File: config.mk
export PLATFORM = sky130hd
export DESIGN_NAME = cp0_exc_ctrl
export DESIGN_NICKNAME = d
export VERILOG_FILES = /design/src/rtl/cp0_exc_ctrl_pkg.sv /design/src/rtl/cp0_exc_ctrl_intr_sync.sv /design/src/rtl/cp0_exc_ctrl.sv
export SDC_FILE = /design/constraint.sdc
export NUM_CORES = 1
export LEC_CHECK = 0
export CAP_MARGIN = 10
export CORE_MARGIN = 1
export CORE_UTILIZATION = 44
export DETAILED_ROUTE_END_ITERATION = 6
export MAX_ROUTING_LAYER = met4
export PLACE_DENSITY = 0.82
export SLEW_MARGIN = 20
export SYNTH_ARGS = -nofsm -noshare
export SYNTH_HDL_FRONTEND = slang
export SYNTH_HIERARCHICAL = 1
export SYNTH_SLANG_ARGS = --single-unit
File: constraint.sdc
create_clock -name Clk -period 2.2 [get_ports Clk]
set_input_delay 0.33 -clock Clk [delete_from_list [all_inputs] [get_ports Clk]]
set_output_delay 0.33 -clock Clk [all_outputs]
set_load 0.005 [all_outputs]
File: src/rtl/cp0_exc_ctrl_pkg.sv
// CP0 register numbers, exception codes and Status bit positions shared by the
// exception controller and its bench.
package cp0_exc_ctrl_pkg;

   localparam logic [4:0] RD_COUNT   = 5'd9;
   localparam logic [4:0] RD_COMPARE = 5'd11;
   localparam logic [4:0] RD_STATUS  = 5'd28;
   localparam logic [4:0] RD_CAUSE   = 5'd29;
   localparam logic [4:0] RD_EPC     = 5'd30;

   localparam int ST_IE     = 0;
   localparam int ST_EXL    = 1;
   localparam int ST_IM_INT = 8;
   localparam int ST_IM_SYS = 9;
   localparam int ST_IM_RI  = 10;
   localparam int ST_IM_OV  = 11;
   localparam int ST_IM_TMR = 12;

   typedef enum logic [4:0] {
      EXC_INT = 5'd0,
      EXC_SYS = 5'd8,
      EXC_RI  = 5'd10,
      EXC_OV  = 5'd12
   } exc_code_e;

   // RUN <-> HANDLER is exactly Status.EXL
   typedef enum logic {
      RUN     = 1'b0,
      HANDLER = 1'b1
   } cp0_state_e;

endpackage

File: src/rtl/cp0_exc_ctrl_intr_sync.sv
// Two-flop synchronizer for the asynchronous interrupt line plus a rising-edge
// detector; o_rise is a one-cycle pulse per synchronized 0->1 transition.
module intr_sync (
   input  logic i_clk,
   input  logic i_rst_n,
   input  logic i_async,
   output logic o_rise
);

   logic r_s1, r_s2, r_s3;

   always_ff @(posedge i_clk or negedge i_rst_n) begin
      if (!i_rst_n) begin
         r_s1 <= 1'b0;
         r_s2 <= 1'b0;
         r_s3 <= 1'b0;
      end else begin
         r_s1 <= i_async;
         r_s2 <= r_s1;
         r_s3 <= r_s2;
      end
   end

   assign o_rise = r_s2 & ~r_s3;

endmodule

File: src/rtl/cp0_exc_ctrl.sv
// CP0 exception/interrupt controller: Status/Cause/EPC, source arbitration,
// eret return and mfc0/mtc0. Define CP0_TIMER_EN to add Count/Compare timer.
module cp0_exc_ctrl
   import cp0_exc_ctrl_pkg::*;
#(
   parameter logic [31:0] EXC_VEC    = 32'h0000_0038,
   parameter logic [31:0] STATUS_RST = 32'h0000_0000
) (
   input  logic        Clk,
   input  logic        Clrn,
   input  logic [31:0] Pc,
   input  logic        Ovf,
   input  logic        Unimpl,
   input  logic        Sys,
   input  logic        Intr,
   input  logic        Mfc0,
   input  logic        Mtc0,
   input  logic        Eret,
   input  logic [4:0]  Rd,
   input  logic [31:0] Wdata,
   output logic [31:0] Rdata,
   output logic        Exc,
   output logic        Redirect,
   output logic [31:0] RedirectPc,
   output logic        IntrAck
);

   // EXL lives in the state register, so it is excluded from this mask
`ifdef CP0_TIMER_EN
   localparam logic [31:0] ST_WMASK = 32'h0000_1F01;
`else
   localparam logic [31:0] ST_WMASK = 32'h0000_0F01;
`endif

   cp0_state_e  r_state, w_state_nxt;
   logic [31:0] r_status, r_epc, w_status_rd;
   logic [4:0]  r_cause;
   logic        r_pend, r_ack;
   logic        w_rise, w_tmr, w_ov, w_ri, w_sys, w_int, w_exc, w_int_take, w_eret_ok;
   exc_code_e   w_code;

   intr_sync u_intr_sync (
      .i_clk   (Clk),
      .i_rst_n (Clrn),
      .i_async (Intr),
      .o_rise  (w_rise)
   );

   assign w_eret_ok  = Eret & (r_state == HANDLER);
   assign w_ov       = Ovf & r_status[ST_IM_OV];
   assign w_ri       = (Unimpl | (Eret & (r_state == RUN))) & r_status[ST_IM_RI];
   assign w_sys      = Sys & r_status[ST_IM_SYS];
   assign w_int      = r_pend & r_status[ST_IE] & r_status[ST_IM_INT] & (r_state == RUN);
   assign w_exc      = w_ov | w_ri | w_sys | w_int | w_tmr;
   assign w_int_take = w_int & ~(w_ov | w_ri | w_sys);

   // timer interrupt shares ExcCode 0 with the external one
   always_comb begin
      w_code = EXC_INT;
      if (w_ov)       w_code = EXC_OV;
      else if (w_ri)  w_code = EXC_RI;
      else if (w_sys) w_code = EXC_SYS;
   end

   assign Exc        = w_exc;
   assign Redirect   = w_exc | w_eret_ok;
   assign RedirectPc = w_exc ? EXC_VEC : r_epc;
   assign IntrAck    = r_ack;

   always_ff @(posedge Clk or negedge Clrn) begin
      if (!Clrn) r_state <= cp0_state_e'(STATUS_RST[ST_EXL]);
      else       r_state <= w_state_nxt;
   end

   always_comb begin
      w_state_nxt = r_state;
      if (w_exc)
         w_state_nxt = HANDLER;
      else if (w_eret_ok)
         w_state_nxt = RUN;
      else if (Mtc0 && Rd == RD_STATUS)
         w_state_nxt = cp0_state_e'(Wdata[ST_EXL]);
   end

   always_ff @(posedge Clk or negedge Clrn) begin
      if (!Clrn) begin
         r_status <= STATUS_RST & ST_WMASK;
         r_cause  <= 5'd0;
         r_epc    <= 32'd0;
         r_pend   <= 1'b0;
         r_ack    <= 1'b0;
      end else begin
         r_ack <= w_int_take;
         if (w_rise)          r_pend <= 1'b1;
         else if (w_int_take) r_pend <= 1'b0;
         if (w_exc) begin
            r_cause <= w_code;
            if (r_state == RUN) r_epc <= Pc;
         end else if (Mtc0) begin
            case (Rd)
               RD_STATUS: r_status <= Wdata & ST_WMASK;
               RD_CAUSE:  r_cause  <= Wdata[6:2];
               RD_EPC:    r_epc    <= Wdata;
               default: ;
            endcase
         end
      end
   end

`ifdef CP0_TIMER_EN
   logic [31:0] r_count, r_compare;
   logic        r_tpend;

   always_ff @(posedge Clk or negedge Clrn) begin
      if (!Clrn) begin
         r_count   <= 32'd0;
         r_compare <= 32'd0;
         r_tpend   <= 1'b0;
      end else begin
         r_count <= r_count + 32'd1;
         if (Mtc0 && !w_exc && Rd == RD_COUNT) r_count <= Wdata;
         if (Mtc0 && !w_exc && Rd == RD_COMPARE) begin
            r_compare <= Wdata;
            r_tpend   <= 1'b0;
         end else if (r_count == r_compare && r_compare != 32'd0) begin
            r_tpend <= 1'b1;
         end
      end
   end

   assign w_tmr = r_tpend & r_status[ST_IE] & r_status[ST_IM_TMR] & (r_state == RUN);
`else
   assign w_tmr = 1'b0;
`endif

   assign w_status_rd = r_status | {30'd0, r_state == HANDLER, 1'b0};

   always_comb begin
      Rdata = 32'd0;
      if (Mfc0) begin
         case (Rd)
            RD_STATUS:  Rdata = w_status_rd;
            RD_CAUSE:   Rdata = {25'd0, r_cause, 2'b00};
            RD_EPC:     Rdata = r_epc;
`ifdef CP0_TIMER_EN
            RD_COUNT:   Rdata = r_count;
            RD_COMPARE: Rdata = r_compare;
`endif
            default:    Rdata = 32'd0;
         endcase
      end
   end

endmodule

==> results of run 1 <==
-- flip-flops by register name, summed over array words and instances, names as in the netlist --
name              count
r_epc                32
r_cause               5
r_status              5
IntrAck               1
r_pend                1
r_state               1
u_intr_sync/r_s1      1
u_intr_sync/r_s2      1
u_intr_sync/r_s3      1
-- worst max-delay path, stage by stage --
cell             delay [ns]
clkdlybuf4s50_1        0.54
buf_4                  0.25
and3_4                 0.22
clkdlybuf4s50_1        0.49
-- through the flow --
step | cell area (um2) | utilization [%] | worst slack, ns
after floorplan | 3461 | - | 0.5345
after global placement | 5239 | 70.71 | -0.2627
after detailed placement | 5239 | 70.71 | -0.3246
after CTS | 5719 | 77.20 | -0.01712
after global routing | 5637 | 76.09 | -0.03364
final | 5637 | 76.09 | 0.03478
-- where the power goes --
group | internal [mW] | total (mW) | switching [mW] | leakage (nW)
Clock | 0.227 | 0.546 | 0.319 | 0.0414
Combinational | 1.43 | 2.62 | 1.19 | 2.15
Sequential | 1.20 | 1.53 | 0.334 | 0.601
Total | 2.86 | 4.70 | 1.84 | 2.80
-- worst max-delay path by stage --
| stage | startpoint | to | slack (ns) | depth (start not counted) |
|---|---|---|---|---|
| floorplan | r_status[11]$_DFFE_PN0P_ | RedirectPc[10] | 0.53 | 5 |
| global placement | Rd[4] | Rdata[1] | -0.26 | 7 |
| detailed placement | Rd[4] | Rdata[1] | -0.32 | 7 |
| CTS | r_state$_DFFE_PN0P_ | RedirectPc[25] | -0.02 | 7 |
| global route | r_state$_DFFE_PN0P_ | RedirectPc[7] | -0.03 | 6 |
| finish | Mfc0 | Rdata[13] | 0.03 | 4 |
-- routing by layer --
metal	share of wire (%)	routed length (um)
met5	0	0
met4	2.9	381
met3	9.4	1243
met2	49	6513
met1	38	5031
-- what timing repair did --
item | 4_1_cts | 5_1_grt
setup buffers | 30 | 3
resized for setup | 108 | 60
endpoints found under the setup margin | 66 | 21
cloned | 7 | 0
pin swaps | 3 | 4
endpoints found under the hold margin | 0 | 0
-- cells by family after synthesis --
family	after synthesis	synth area share, %
flip-flops	48	34.71
AO/OA/AOI/OAI	53	13.30
multiplexers	7	2.205
buffers and inverters	50	6.905
AND/OR/NAND/NOR	258	42.88
-- placed cells by master (no fill, tap or decap), drive strengths merged, types with 12 or more instances in the layout --
cell type      synthesis  final
buf                   27     88
clkdlybuf4s50          0     70
nand4                 65     65
and3                  52     52
dfrtp                 48     48
dlygate4sd2            0     42
nand2                 41     41
nand2b                35     35
nand3                 35     35
a22o                  32     32
clkbuf                22     32
nor2                  15     15
a22oi                 12     12
-- area by class of cell --
class	count	area [um2]	share of cell area, %
Multi-Input combinational cell	318	2068	36.69
Tap cell	99	123.9	2.198
Timing Repair Buffer	232	2150	38.14
Clock inverter	2	16.27	0.2886
Clock buffer	6	72.57	1.287
Sequential cell	48	1202	21.33
Inverter	1	3.754	0.06659
==> qor.yml, run 1 <==
placed_design:
  dp.cells: 660
  place.gp.congestion: 0.8496
  dp_hpwl_um: 8324
  portBuffers: 144
floorplan:
  start_util_pct: 46.72
  die_y_um: 90.69
  ios: 145
  core_um2: 7408
  die_area_um2: 8224
  num_rows: 31
  die_x_um: 90.69
setup_path:
  endpoint_kind: "primary output"
  ff2ff_path_depth: 8
  critical_path.max_fanout: 20
  setup.worst_path.class: "in2out"
  reg2reg_slack_ns: 0.24
  start_kind: "input port"
  reg2reg_to: "r_epc[24]$_DFFE_PN0P_"
  critPathArrivalTime_ns: 1.84
  cp.required_ns: 1.87
  regToRegStartpoint: "r_state$_DFFE_PN0P_"
status:
  status: "finished, final reports clean"
logic_synthesis:
  ys_ff_latch: 48
  synth_area_leaders: "dfrtp_1 35%, nand4_1 12%, and3_1 9.4%"
  async_flop_share_pct: 100.0
  synth_flop_cell: "dfrtp_1"
  synth-edff-count: 0
  yosysMostFrequentCell: "nand4_1"
  netlist_instances: 416
  synth_top_area_cell: "dfrtp_1"
  synth.distinct_cells: 42
  synth_warnings: 6
  synth_common_cells: "64 x nand4_1, 52 x and3_1, 48 x dfrtp_1"
  synth_fp_nets: 494
  avgSynthCellArea_um2: 8.319
  syn_area_um2: 3461
  seq_area_frac_synth_pct: 34.71
  synth_top_area_share_pct: 34.71
sta:
  fin_crit_sh_pct: 98.42
  worst_pin_slew_ns: 0.5705
  whs_ns: 0.0006959
  finalSetupViolations: 0
  slew-limit-headroom_pct: 61.96
  skew_ns: 0.01260
  finalHoldViolCount: 0
  fmax_mhz: 461.8
  final_max_slew_viol_count: 0
  period_needed_ns: 2.165
  tns_ns: 0
  rsz0062_at_grt: "yes"
grt:
  overflow: 0
  antenna_found_initial: 0
  grt_pass1_vias: 4149
  grt_busiest_layer: "met2"
  met3_usage_pct: 4.545
  grt_usage_pct: 31.87
  met1_usage_pct: 38.95
  met2_usage_pct: 52.53
  grt_pass1_wl_um: 20430
  grt_max_degree: 51
final_layout:
  drive_gt1_share_pct: 24.38
  nets: 684
  n_fill_cell: 527
  fin_cells: 706
  area_growth_pct: 62.87
  antenna_cells: 0
routing:
  drcViolationCount: 0
  num_vias: 4270
  routed_wl_um: 13170
  dr.pass1.iters: 5
  vias_per_cell: 6.048
  initialDrtViolationCount: 364
  routedWlPerCell_um: 18.65
  antenna_left: 0
clock_tree:
  cts.clk_slew.worst_paths_ns: 0.10
  clk_latency_ns: 0.31
  cts_buffer_depth: 2
  cts_root_buf: "clkbuf_8"
  hold_buffers: 0
  cts_tree: "done"
  numClockSinks: 48
  htreeDepth: 2
  numCtsBuffers: 5
pwr:
  vdd_ir_drop_max_uv: 447.4
  finalPower_mw: 4.702
  leakage_nw: 2.797
  power-per-cell-area_nw_per_um2: 834.2
min_path:
  hold_class: "in2async"
flow_run:
  max_cap_viol_count: 0
Power figures use the tool's default switching activity.
==> inputs of run 2 (changes only) <==
CORE_ASPECT_RATIO = 1.1   (was default)
CORE_MARGIN = 4   (was 1)
clock period = 2 ns   (was 2.2 ns; I/O delays follow)
==> run 2 against run 1 <==
  * The flow now finishes with violations (negative hold slack, negative setup slack)
  * Register-to-register slack worse by 0.28 ns
  * Wire length up 6.6%
  * Hold slack worse by 0.0069 ns
  * Highest routed layer unchanged
==> qor.yml, run 2 (synthesis gave the netlist of run 1 again) <==
grt:
  grt_max_degree: 44
  antenna_found_initial: 0
  grt_pass1_wl_um: 21860
  grt_pass1_vias: 4405
  overflow: 0
  grt_usage_pct: 30.07
placed_design:
  portBuffers: 144
  place.gp.congestion: 0.9236
  dp.cells: 676
  dp_hpwl_um: 9054
  post-place-ws_ns: -0.4653
setup_path:
  setup.worst_path.class: "reg2out"
  critPathArrivalTime_ns: 1.94
  regToRegStartpoint: "r_state$_DFFE_PN0P_"
  critical_path.cell_chain: "nand4b_1, and2_4, buf_12, buf_12, buf_12, buf_12, and3_4, buf_6"
  crit_buf_inv: 5
  reg2reg_slack_ns: -0.04
  endpoint_kind: "primary output"
  cpMostUsedCell: "buf_12"
  ff2ff_path_depth: 10
  critical_path.max_fanout: 5
  max_stage_delay_ns: 0.42
  cp_top_family: "simple AND/OR/NAND/NOR gates"
  cp.required_ns: 1.70
  reg2reg_to: "r_epc[22]$_DFFE_PN0P_"
  crit_slowest_cell: "dfrtp_2"
  start_kind: "register"
routing:
  routedWlPerCell_um: 19.55
  routed_wl_um: 14040
  initialDrtViolationCount: 280
  dr.pass1.iters: 5
  drcViolationCount: 0
  vias_per_cell: 6.035
  num_vias: 4333
  antenna_left: 0
final_layout:
  final_cell_mix: "70 x clkdlybuf4s50_1, 64 x nand4_1, 61 x buf_4, 47 x dfrtp_1, 41 x nand2_1"
  finish.utilization_pct: 77.60
  nets: 690
  reg_top3: "r_epc: 32 flops, r_cause: 5 flops, r_status: 5 flops"
  layout_commonest_cell: "clkdlybuf4s50_1"
  top_register: "r_epc"
  fin_cells: 718
  area_growth_pct: 69.41
  drive_gt1_share_pct: 30.34
  largest_reg_flops: 32
  antenna_cells: 0
clock_tree:
  hold_buffers: 0
  cts.clk_slew.worst_paths_ns: 0.10
  cts_buffer_depth: 2
  cts_root_buf: "clkbuf_8"
  cts_tree: "done"
  htreeDepth: 2
  numClockSinks: 48
  numCtsBuffers: 5
  clk_latency_ns: 0.31
floorplan:
  num_rows: 33
  die_area_um2: 9350
  die_y_um: 101.0
  core_um2: 7556
  start_util_pct: 45.80
  ios: 145
  die_x_um: 92.56
sta:
  finalSetupViolations: 36
  finalHoldViolCount: 5
  period_needed_ns: 2.235
  fin_crit_sh_pct: 111.8
  tns_ns: -4.882
  whs_ns: -0.006227
  final_max_slew_viol_count: 0
  skew_ns: 0.009591
  worst_pin_slew_ns: 0.6189
  fmax_mhz: 447.4
  slew-limit-headroom_pct: 58.74
  setup_ws_ns: -0.2350
  rsz0062_at_grt: "yes"
pwr:
  power-per-cell-area_nw_per_um2: 940.1
  leakage_nw: 2.824
  vdd_ir_drop_max_uv: 408.6
status:
  status: "complete, but fails checks"
  violations: "negative hold slack, negative setup slack"
flow_run:
  max_cap_viol_count: 0
min_path:
  hold_class: "in2async"
-- run 2: cell count changes in the layout (fill, tap and decap cells not counted), sizes merged --
cell / delta
buf: +41
clkbuf: -15
clkdlybuf4s15: +2
clkinv: -1
dlygate4sd2: -21
-- run 2: where the power goes --
part	switching, mW	internal (mW)
registers	0.395	1.32
clock network	0.341	0.282
logic	1.38	1.80
-- run 2: repair_timing --
item	4_1_cts	5_1_grt
gates cloned	7	0
resized for setup	238	35
pin swaps	18	8
setup endpoints to repair	66	63
setup buffers	23	4
-- run 2: final cells by class --
cell class / count / area, um2
Timing Repair Buffer: 238 / 2298
Clock inverter: 1 / 7.507
Fill cell: 525 / 1693
Multi-Input combinational cell: 318 / 2133
Clock buffer: 7 / 86.33
Sequential cell: 48 / 1202
Inverter: 1 / 3.754
Tap cell: 105 / 131.4
-- run 2: how the worst max path moves through the flow --
stage,startpoint,to,slack [ns],cells past startpoint
after detailed placement,Rd[3],Rdata[1],-0.47,7
after global routing,r_state$_DFFE_PN0P_,RedirectPc[24],-0.27,8
after CTS,r_state$_DFFE_PN0P_,RedirectPc[24],-0.17,8
after global placement,Rd[4],Rdata[1],-0.37,7
after floorplan,r_status[11]$_DFFE_PN0P_,RedirectPc[10],0.36,5
final,r_state$_DFFE_PN0P_,RedirectPc[24],-0.24,8
-- run 2: stage by stage --
| stage | area [um2] | total power, mW |
|---|---|---|
| finish | 5863 | 5.512 |
| global route | 5863 | 5.836 |
| CTS | 5826 | 5.342 |
| detailed placement | 5346 | 4.423 |
| global placement | 5346 | 4.319 |
| floorplan | 3461 | 3.096 |
-- run 2: routing by layer --
layer | track usage, % | up-vias | share of wire (%)
met4 | 10.06 | 0 | 2.6
met5 | - | - | 0
met1 | 35.83 | 2073 | 38
met2 | 52.18 | 265 | 51
met3 | 4.406 | 41 | 8.4
li1 | - | 1954 | -
